### src/rtl/dac_spi_tx_pkg.sv
// Shared types and constants for the DAC SPI transmitter.
// Holds the FSM state enum and frame layout constants.
package dac_spi_tx_pkg;

  localparam int FRAME_W = 16;
  localparam int DATA_W  = 12;

  // Upper nibble of every frame ahead of the 12-bit code.
  localparam logic [3:0] CTRL_PREFIX = 4'b0000;

  typedef enum logic [1:0] {
    S_IDLE  = 2'b00,
    S_SHIFT = 2'b01,
    S_GAP   = 2'b10,
    S_ILL   = 2'b11
  } state_t;

endpackage

### src/rtl/dac_spi_tx_tick_gen.sv
// Half-period tick generator for the DAC SPI clock.
// Ports: clk, clr (sync clear), tick (high on last clk of a half-period).
module spi_tick_gen #(
  parameter int unsigned CLK_DIV = 4
) (
  input  logic clk,
  input  logic clr,
  output logic tick
);

  localparam logic [7:0] DIV_M1 = 8'(CLK_DIV - 1);

  logic [7:0] cnt_q;

  assign tick = (cnt_q == DIV_M1);

  always_ff @(posedge clk) begin
    if (clr || tick)
      cnt_q <= '0;
    else
      cnt_q <= cnt_q + 8'd1;
  end

endmodule

### src/rtl/dac_spi_tx.sv
// Serialises 12-bit DAC codes into 16-bit SPI frames, MSB first.
// Ports: clk, rst, en, din, trunc in; dac_sclk/sync_n/sdo, busy, frame_done, clip_cnt out.
module dac_spi_tx
  import dac_spi_tx_pkg::*;
#(
  parameter int unsigned CLK_DIV   = 4,
  parameter int unsigned FRAME_GAP = 2
) (
  input  logic              clk,
  input  logic              rst,
  input  logic              en,
  input  logic [DATA_W-1:0] din,
  input  logic [1:0]        trunc,
  output logic              dac_sclk,
  output logic              dac_sync_n,
  output logic              dac_sdo,
  output logic              busy,
  output logic              frame_done,
  output logic [15:0]       clip_cnt
);

  localparam logic [7:0] GAP_M1 = 8'(FRAME_GAP - 1);

  state_t state_q, state_d;

  logic [FRAME_W-1:0] sh_q;
  logic [FRAME_W-1:0] word;
  logic [4:0]         half_q;
  logic [7:0]         gap_q;
  logic [15:0]        clip_q;
  logic               sclk_q, sync_q, sdo_q;
  logic               busy_q, done_q;
  logic               tick, start, last, gap_end;

  assign word    = {CTRL_PREFIX, din};
  assign start   = (state_q == S_IDLE) && en;
  assign last    = (state_q == S_SHIFT) && tick
                   && (half_q == 5'd31);
  assign gap_end = (state_q == S_GAP)
                   && (gap_q == GAP_M1);

  // Restart the divider on capture so every frame
  // begins with a full-length high half-period.
  spi_tick_gen #(.CLK_DIV(CLK_DIV)) u_tick (
    .clk  (clk),
    .clr  (rst || start),
    .tick (tick)
  );

  always_ff @(posedge clk) begin
    if (rst)
      state_q <= S_IDLE;
    else
      state_q <= state_d;
  end

  always_comb begin
    state_d = state_q;
    unique case (state_q)
      S_IDLE:  if (en) state_d = S_SHIFT;
      S_SHIFT: if (last) state_d = S_GAP;
      S_GAP:   if (gap_end) state_d = S_IDLE;
      default: state_d = S_IDLE;
    endcase
  end

  always_ff @(posedge clk) begin
    if (rst) begin
      sh_q   <= '0;
      half_q <= '0;
      gap_q  <= '0;
      clip_q <= '0;
      sclk_q <= 1'b1;
      sync_q <= 1'b1;
      sdo_q  <= 1'b0;
      busy_q <= 1'b0;
      done_q <= 1'b0;
    end else begin
      busy_q <= (state_d != S_IDLE);
      done_q <= 1'b0;
      unique case (state_q)
        S_IDLE: begin
          sclk_q <= 1'b1;
          sync_q <= !en;
          sdo_q  <= en ? word[FRAME_W-1] : 1'b0;
          if (en) begin
            sh_q   <= word;
            half_q <= '0;
            if (trunc != 2'b00 && clip_q != 16'hFFFF)
              clip_q <= clip_q + 16'd1;
          end
        end
        S_SHIFT: begin
          if (last) begin
            sclk_q <= 1'b1;
            sync_q <= 1'b1;
            sdo_q  <= 1'b0;
            done_q <= 1'b1;
            gap_q  <= '0;
          end else if (tick) begin
            half_q <= half_q + 5'd1;
            sclk_q <= half_q[0];
            // Data moves only at a bit boundary,
            // i.e. on the rising SCLK half.
            if (half_q[0]) begin
              sh_q  <= {sh_q[FRAME_W-2:0], 1'b0};
              sdo_q <= sh_q[FRAME_W-2];
            end
          end
        end
        S_GAP: gap_q <= gap_q + 8'd1;
        default: begin
          sclk_q <= 1'b1;
          sync_q <= 1'b1;
          sdo_q  <= 1'b0;
        end
      endcase
    end
  end

  assign dac_sclk   = sclk_q;
  assign dac_sync_n = sync_q;
  assign dac_sdo    = sdo_q;
  assign busy       = busy_q;
  assign frame_done = done_q;
  assign clip_cnt   = clip_q;

endmodule
### config.mk
export PLATFORM = sky130hd
export DESIGN_NAME = dac_spi_tx
export DESIGN_NICKNAME = d
export VERILOG_FILES = /design/src/rtl/dac_spi_tx_pkg.sv /design/src/rtl/dac_spi_tx_tick_gen.sv /design/src/rtl/dac_spi_tx.sv
export SDC_FILE = /design/constraint.sdc
export NUM_CORES = 1
export LEC_CHECK = 0
export ABC_AREA = 1
export CORE_MARGIN = 1
export CORE_UTILIZATION = 48
export DETAILED_ROUTE_END_ITERATION = 12
export PLACE_DENSITY = 0.74
export SLEW_MARGIN = 20
export SYNTH_ARGS = -nofsm -noshare
export SYNTH_HDL_FRONTEND = slang
export SYNTH_SLANG_ARGS = --single-unit
### constraint.sdc
create_clock -name clk -period 2.17 [get_ports clk]
set_input_delay 0.5425 -clock clk [delete_from_list [all_inputs] [get_ports clk]]
set_output_delay 0.5425 -clock clk [all_outputs]
set_load 0.1 [all_outputs]
* After elaboration in Yosys (flattened, before gate mapping)
Cells that the tools add are included.
** Storage, ports and cells
- RAM bits :: 0
- Bits in read-only memories :: 0
- Memories :: 0
- Input port bits :: 17
- Latch bits :: 0
- Word-level logic and storage cells :: 76
- Output and inout port bits :: 21
- Flip-flop bits (word level) :: 59
** Operators by class
- Multipliers :: 0
- Magnitude comparators :: 0
- Multiplexer cells :: 25
- Div/mod/pow operators :: 0
- Add/subtract/negate cells :: 4
- Shift operators :: 0
- Reductions and logical operators :: 21
- Bitwise logic cells :: 2
- Eq/ne operators :: 13
** Operators by type and width (count)
- $mux W15 :: 4
- $pmux W15 S2 :: 1
- $add A16 B1 Y16 const B :: 1
- $add A8 B1 Y8 const B :: 2
- $ne A16 B16 Y1 const B :: 1
- $pmux W8 S2 :: 1
- $mux W5 :: 3
- $ne A2 B2 Y1 const B :: 5
- $pmux W5 S2 :: 1
- $eq A8 B1 Y1 const B :: 1
- $eq A8 B2 Y1 const B :: 1
- $mux W8 :: 1
- $reduce_bool A2 Y1 :: 4
- $mux W1 :: 7
- $mux W2 :: 3
- $ne A3 B3 Y1 const B :: 2
- $pmux W2 S3 :: 1
- $reduce_and A2 Y1 :: 3
- $reduce_and A3 Y1 :: 2
- $add A5 B1 Y5 const B :: 1
- $eq A5 B5 Y1 const B :: 1
- $logic_and A1 B1 Y1 :: 5
- $reduce_and A5 Y1 :: 1
- $pmux W1 S2 :: 2
- other kinds (9) :: 11

* Longest topological paths before layout
Gate-level depths: netlist (run 1).
- Depth after elaboration :: 6
- Mapped depth :: 10
- Depth with buffers taken out :: 10

* By module
A second synthesis (run 1) with hierarchy kept.
** Second synthesis, totals
- Cells, all modules :: 455
- Area total of the unflattened synthesis :: 3072.9 um^2
** By module, submodules not included
- dac_spi_tx :: instances 1, sequential area each 1021.0 um^2, cells each 390, area an instance 2616.3 um^2
- spi_tick_gen :: instances 1, sequential area each 160.2 um^2, cells each 65, area an instance 456.7 um^2

* Worst setup path after synthesis (run 1)
No wires, ideal clock.
- Path type :: reg2reg
- From :: reg clip_q[0] (netlist: clip_cnt[0])
- To :: reg clip_q[13] (netlist: clip_cnt[13])
- Path buffers :: 1
- Setup slack :: -0.126 ns
- Period minus slack after synthesis :: 2.296 ns
- Arrival :: 2.225 ns
- Stages on the path, launching flop included :: 11
- Setup time :: 0.070 ns
- Data required time :: 2.100 ns
- Cells stage by stage :: dfxtp_1 > ha_1 > nand3_1 > inv_1 > nand2_1 > inv_2 > nand3_2 > nand2_2 > buf_4 > nand2_1 > a21oi_1
** Between the ends
- Longest elaborated chain between the ends :: 3
- Elaborated cells between the ends (all ways) :: 4
- Those cells by class :: add/sub (1); eq/ne (1); reduce/logical (2)
** RTL lines
- start: declaration :: line dac_spi_tx.sv:30 : logic [15:0] clip_q;
- start signal: assignment :: line dac_spi_tx.sv:90 : clip_q <= clip_q + 16'd1;
- branches (longest 3 deep; another with $add A16 B1 Y16)
Several ways; the timed one is not identified.
A chain may end at the register's enable or synchronous reset.

* Final worst setup path (run 1)
- From :: reg half_q[0]
- To :: reg sh_q[4]
** Between the ends
- Longest elaborated chain between the ends :: 4
- Elaborated cells between the ends (all ways) :: 5
- Those cells by class :: eq/ne (3); reduce/logical (2)
** RTL lines
- start: declaration :: line dac_spi_tx.sv:28 : logic [4:0] half_q;
- start signal: assignment :: line dac_spi_tx.sv:101 : half_q <= half_q + 5'd1;
- $eq A5 B5 Y1 :: line dac_spi_tx.sv:38 : && (half_q == 5'd31);
- $logic_and A1 B1 Y1 :: line dac_spi_tx.sv:38
- $ne A2 B2 Y1 (no source line)
- $reduce_and A5 Y1 (no source line) (*)
- end signal: assignment :: line dac_spi_tx.sv:87 : sh_q <= word;
- end signal: assignment :: line dac_spi_tx.sv:106 : sh_q <= {sh_q[FRAME_W-2:0], 1'b0};
- end: declaration :: line dac_spi_tx.sv:26 : logic [FRAME_W-1:0] sh_q;
Every way passes the cells marked *; elsewhere a longest branch is shown, timed or not.

==> results_dict.tcl, run 1 <==
set metrics [dict create \
    status "finished clean" \
    dr.pass1.iters 4 \
    synth_warnings 0 \
    ctsResizeCount 0 \
    routed-via-count 2841 \
    gp_congestion 0.822 \
    synth_xor_area_share_pct 3.42 \
    syn_inst 455 \
    synth_cell_type_count 33 \
    critPathLaunch "half_q[0]" \
    path_cells "ha_1 -> nand2_1 -> nor2_1 -> ha_1 -> nand3_2 -> nand3_2 -> buf_12 -> nand2_1 -> nand2_1 -> nor2_1" \
    rsz0062_at_grt "no" \
    max_freq_mhz 543 \
    top_usage_layer "met2" \
    fillers 578 \
    n_antenna_cell 0 \
    r2r_start "half_q[0]" \
    yosys.area.top_type "dfxtp_1" \
    post-route-drc-count 0 \
    grt_max_degree 28 \
    cp-start-kind "flop" \
    grt.met3_usage_pct 5.89 \
    drive_above_1_share_pct 14.2 \
    crit_path_frequent_cell "nand2_1" \
    setup-violations-final 0 \
    worst-slew-pin-transition_ns 0.401 \
    postCtsSetupRepairBufs 0 \
    dp_hpwl_mm 4.61 \
    coreArea_um2 6060 \
    cp-end-kind "flop" \
    routed_wl_mm 6.64 \
    crit_end "sh_q[4]" \
    max-clock-path-buffers 2 \
    r2r-end "sh_q[4]" \
    detail_route.wl_per_cell_um 11.6 \
    hold_path_class "reg2reg" \
    grt_pass1_vias 2624 \
    final_max_slew_viol_count 0 \
    cts_root_buffer "clkbuf_8" \
    drt_iter0_markers 179 \
    hold_violations 0 \
    track_usage_pct 22.6 \
    netlist_area_um2 3070 \
    ys_seq_elements 59 \
    yosysSeqAreaShare_pct 38.5 \
    cts.sink_count 59 \
    cts_tree "done" \
    syn_nets 478 \
    cts_hold_buffers 0 \
    grt-ovfl-total 0 \
    synth_top_family_by_area "simple AND/OR/NAND/NOR gates" \
    final_util_pct 60.3 \
    critPathMaxStageDelay_ns 0.42 \
    worstSetupPathType "reg2reg" \
    crit_slowest_cell "dfxtp_1" \
    die-area_um2 6720 \
    finalCritPeriodShare_pct 84.8 \
    htreeDepth 3 \
    layout_min_cycle_time_ns 1.84 \
    synth_compound_area_share_pct 9.05 \
    portBuffers 37 \
    vias_per_cell 4.95 \
    rows 28 \
    clk_latency_ns 0.34 \
    die_h_um 82.0 \
    holdWs_ns 0.468 \
    clkTransAtPathRegs_ns 0.06 \
    ir_worst_vdd_v 0.000418 \
    gr-usage-met2_pct 37.7 \
    yosys-mux-area-fraction_pct 0 \
    worstPathArrival_ns 2.07 \
    synth_area_leaders "dfxtp_1 38%, nand2_1 16%, nor2_1 8.6%" \
    p_leak_nw 1.51 \
    floorplan.initialDensity_pct 50.6 \
    cp_max_fo 27 \
    slew-limit-headroom_pct 73.2 \
    io_pins 38 \
    antenna_found_initial 0 \
    synth-simple-area-share_pct 38.4 \
    layout.nets 518 \
    pwr_density_cell_nw_per_um2 667 \
    rr_worst_depth 10 \
    grt_pass1_wl_mm 11.5 \
    fin_skew_ns 0.00581 \
    grt_util_met1_pct 27.2 \
    ant_nets 0 \
    worst-r2r-setup-slack_ns 0.33 \
    maxCapViolCount 0 \
    die-width_um 82.0 \
    fin_setup_tns_ns 0 \
    numCtsBuffers 9 \
    synth_fa_ha_area_share_pct 2.45 \
    yosys.area.top_type_share_pct 38.5 \
    syn_area_per_cell_um2 6.75 \
    areaGrowthSynthToFinish_pct 19.1 \
    worst_ep_required_time_ns 2.40 \
]
cells in the mapped netlist, drive strengths merged:
cell type,number
nor4,1
a21o,1
and3,1
nor3,6
inv,44
a21oi,34
nor2,84
nor3b,2
or2,3
nand4,6
ha,6
nand2,133
o21ai,20
clkbuf,7
dfxtp,59
xnor2,6
xor2,6
buf,6
nand3,30
metal layers:
layer	wire, um	share of wire [%]
met1	3180	48
met2	3100	47
met3	262	3.9
met4	99	1.5
met5	0	0
report_power, final:
| group | internal [mW] | total, mW | leakage, nW | switching [mW] |
|---|---|---|---|---|
| Clock | 0.498 | 0.915 | 0.0953 | 0.417 |
| Combinational | 0.120 | 0.368 | 0.937 | 0.248 |
| Sequential | 1.13 | 1.15 | 0.481 | 0.0249 |
worst min path at each step:
stage / end / from / cells after the start / slack (ns)
final: u_tick.cnt_q[0] / u_tick.cnt_q[0] / 1 / 0.47
after floorplan: u_tick.cnt_q[0] / u_tick.cnt_q[0] / 1 / 0.42
after CTS: dac_sclk / dac_sclk / 2 / 0.47
after global placement: u_tick.cnt_q[0] / u_tick.cnt_q[0] / 1 / 0.43
after global routing: gap_q[7] / gap_q[7] / 2 / 0.49
after detailed placement: u_tick.cnt_q[0] / u_tick.cnt_q[0] / 1 / 0.44
flip-flops by register name, summed over array words and instances (netlist names):
register      count
clip_cnt         16
u_tick.cnt_q      8
state_q           2
frame_done        1
gap_q             8
busy              1
half_q            5
dac_sync_n        1
dac_sdo           1
sh_q             15
dac_sclk          1
area by class of cell:
| cell class | instances | area [um^2] | area share (%) |
|---|---|---|---|
| inverter | 44 | 168 | 4.59 |
| timing repair buffer | 42 | 393 | 10.7 |
| clock buffer | 13 | 169 | 4.62 |
| sequential | 59 | 1180 | 32.4 |
| multi-input combinational | 339 | 1640 | 44.8 |
| clock inverter | 2 | 10.0 | 0.274 |
| tap | 75 | 93.8 | 2.57 |
cell families (layout without fill, tap and decap cells):
group	Yosys count	in the layout
buffers and inverters	57	101
AOI/OAI and AO/OA	55	55
xor gates and xnor gates	12	12
adders and majority gates	6	6
DFF	59	59
and+or+nand+nor	266	266
worst max-delay path, delay by kind of cell (launching register included):
kind / cells / cell delay (ns)
AND/OR/NAND/NOR: 7 / 0.72
flip-flops: 1 / 0.42
adder cells (fa/ha/maj): 2 / 0.41
buffers and inverters: 1 / 0.19
per-stage QoR:
stage | instance area (um^2) | worst slack, ns | power, mW | instances
after floorplan | 3070 | 0.0793 | 1.46 | 455
after global placement | 3480 | 0.202 | 1.53 | 559
after detailed placement | 3480 | 0.179 | 1.55 | 559
after CTS | 3650 | 0.331 | 2.46 | 574
after global routing | 3650 | 0.174 | 2.55 | 574
final | 3650 | 0.329 | 2.44 | 574
layout by cell type, fill, tap and decap left out, types with 2 or more instances in the layout:
cell,n
a21oi_1,34
nand2_1,131
dfxtp_2,2
o21ai_0,20
nand3_1,25
xor2_1,6
xnor2_1,6
buf_4,23
dfxtp_1,57
inv_2,6
nor2_4,2
ha_1,6
nor2_1,70
nand3_2,4
clkbuf_8,12
clkinv_2,2
nor3_1,6
buf_12,3
nand4_1,6
inv_1,37
clkdlybuf4s50_1,16
nor2_2,11
nor3b_1,2
Power figures use the tool's default switching activity.
==> run 2, diff against run 1 <==
==> constraint.sdc (replaced) <==
create_clock -name clk -period 1.7 [get_ports clk]
set_input_delay 0.425 -clock clk [delete_from_list [all_inputs] [get_ports clk]]
set_output_delay 0.425 -clock clk [all_outputs]
set_load 0.1 [all_outputs]
==> run 2 against run 1 <==
- sequential power grew 29%
- largest power group unchanged
- highest routed layer unchanged
- utilization grew 6.5 points
- critical path type unchanged
- clock-buffer cell count shrank 1
==> results_dict.tcl, run 2 (synthesis gave the netlist of run 1 again) <==
set metrics [dict create \
    status "finished clean" \
    clk_latency_ns 0.34 \
    p_int_mw 2.21 \
    crit_slowest_cell "dfxtp_1" \
    portBuffers 37 \
    critPathMaxStageDelay_ns 0.35 \
    worst_slack_ns 0.0967 \
    cp_max_fo 11 \
    coreArea_um2 6060 \
    die_h_um 82.0 \
    layout.nets 531 \
    dp_slack_ns -0.0783 \
    met3WireLength_um 178 \
    holdPathStages 1 \
    worst_ep_required_time_ns 1.93 \
    detail_route.wl_per_cell_um 10.9 \
    floorplan.initialDensity_pct 50.6 \
    worstPathArrival_ns 1.83 \
    dr.pass1.iters 4 \
    cts.sink_count 59 \
    worst-slew-pin-transition_ns 0.318 \
    cp_num_cells 9 \
    areaGrowthSynthToFinish_pct 31.8 \
    cp_top_family "simple AND/OR/NAND/NOR gates" \
    p_leak_nw 1.63 \
    routed-via-count 2880 \
    cp-end-kind "flop" \
    clockPowerShare_pct 34.6 \
    ir_worst_vdd_v 0.000606 \
    max_freq_mhz 624 \
    ant_nets 0 \
    antenna_found_initial 0 \
    final_cells 588 \
    place_area_um2 3840 \
    fin_skew_ns 0.00529 \
    numCtsBuffers 9 \
    worst-path-buf-inv 1 \
    path_cells "ha_1 -> nand2_1 -> nor2_1 -> ha_2 -> inv_1 -> nor2_1 -> nand2_2 -> nand3_1 -> a21oi_1" \
    grt_pass1_wl_mm 10.7 \
    finalCritPeriodShare_pct 94.3 \
    worstSetupPathType "reg2reg" \
    rsz0062_at_grt "yes" \
    grt-ovfl-total 0 \
    htreeDepth 3 \
    hold_violations 0 \
    drive_above_1_share_pct 19.9 \
    wl_met2_mm 3.09 \
    cts_root_buffer "clkbuf_8" \
    rows 28 \
    cts_tree "done" \
    slew-limit-headroom_pct 78.7 \
    rr_worst_depth 9 \
    io_pins 38 \
    largest_reg_flops 16 \
    p_sw_uw 882 \
    clkTransAtPathRegs_ns 0.06 \
    comb_power_share_pct 17.6 \
    crit_path_frequent_cell "nor2_1" \
    grt_pass1_vias 2557 \
    track_usage_pct 20.9 \
    finalPower_mw 3.09 \
    final_util_pct 66.8 \
    post-route-drc-count 0 \
    vias_per_cell 4.90 \
    holdWs_ns 0.425 \
    die-area_um2 6720 \
    setup-violations-final 0 \
    final_max_slew_viol_count 0 \
    top_layer "met4" \
    final_area_um2 4050 \
    drt_iter0_markers 109 \
    wl_met1_mm 3.05 \
    n_antenna_cell 0 \
    final_common_cell "nand2_1" \
    layout_min_cycle_time_ns 1.60 \
    pwr_density_cell_nw_per_um2 764 \
    grt_max_degree 30 \
    maxCapViolCount 0 \
    cts_hold_buffers 0 \
    swShare_pct 28.5 \
    gp_congestion 0.855 \
    routed_wl_mm 6.43 \
    fin_setup_tns_ns 0 \
    most-common-layout-cells "129 x nand2_1, 69 x nor2_1, 42 x dfxtp_1, 37 x inv_1, 34 x a21oi_1" \
    hold_path_class "reg2reg" \
    cp-start-kind "flop" \
    postCtsSetupRepairBufs 0 \
    dp_hpwl_mm 4.65 \
    max-clock-path-buffers 2 \
    seq_power_share_pct 47.8 \
    die-width_um 82.0 \
    placedCellCount 571 \
]
-- run 2: cell count changes in the layout (fill, tap and decap cells not counted), moves of 2 or more --
cell and change:
clkinv_1 +3, dfxtp_4 +3, dfxtp_2 +12, buf_12 +19
nand2_1 -2, ha_1 -3, clkbuf_8 -2, buf_4 -7
ha_2 +2, dfxtp_1 -15
-- run 2: final timing paths --
kind | end | from | slack, ns
worst max-delay path | gap_q[1] | half_q[1] | 0.1
worst min-delay path | u_tick.cnt_q[0] | u_tick.cnt_q[0] | 0.43
worst max register to register | gap_q[1] | half_q[1] | 0.1
worst min register to register | u_tick.cnt_q[0] | u_tick.cnt_q[0] | 0.43
-- run 2: area by class of cell --
class | count | area, um^2
clock inverter | 4 | 16.3
clock buffer | 12 | 145
inverter | 44 | 168
sequential | 59 | 1210
multi-input combinational | 339 | 1670
tap | 75 | 93.8
fill | 527 | 2010
timing repair buffer | 55 | 746
-- run 2: power groups by stage --
stage	clock network (mW)	registers, mW	logic, mW
finish	1.07	1.48	0.544
CTS	1.11	1.48	0.529
detailed placement	0	1.51	0.526
global placement	0	1.51	0.521
floorplan	0	1.60	0.264
global route	1.15	1.48	0.600
-- run 2: what timing repair did --
item                                    4_1_cts  5_1_grt
gates cloned                                  0        1
gates resized for setup                       1        6
endpoints found under the setup margin        4       24
-- run 2: layer usage --
layer / track usage (%) / vias to the layer above
met1: 24.8 / 1288
met2: 35.5 / 36
li1: - / 1545
met5: 0 / -
met4: 11.6 / 0
met3: 3.44 / 11
==> run 3, diff against run 2 <==
--- a/config.mk
+++ b/config.mk
@@ -6,6 +6,7 @@
 export NUM_CORES = 1
 export LEC_CHECK = 0
 export ABC_AREA = 1
+export ABC_CLOCK_PERIOD_IN_PS = 1700
 export CORE_MARGIN = 1
 export CORE_UTILIZATION = 48
 export DETAILED_ROUTE_END_ITERATION = 12
==> results of run 3 <==
Final layout, timing and power as in run 2 (identical DEF).
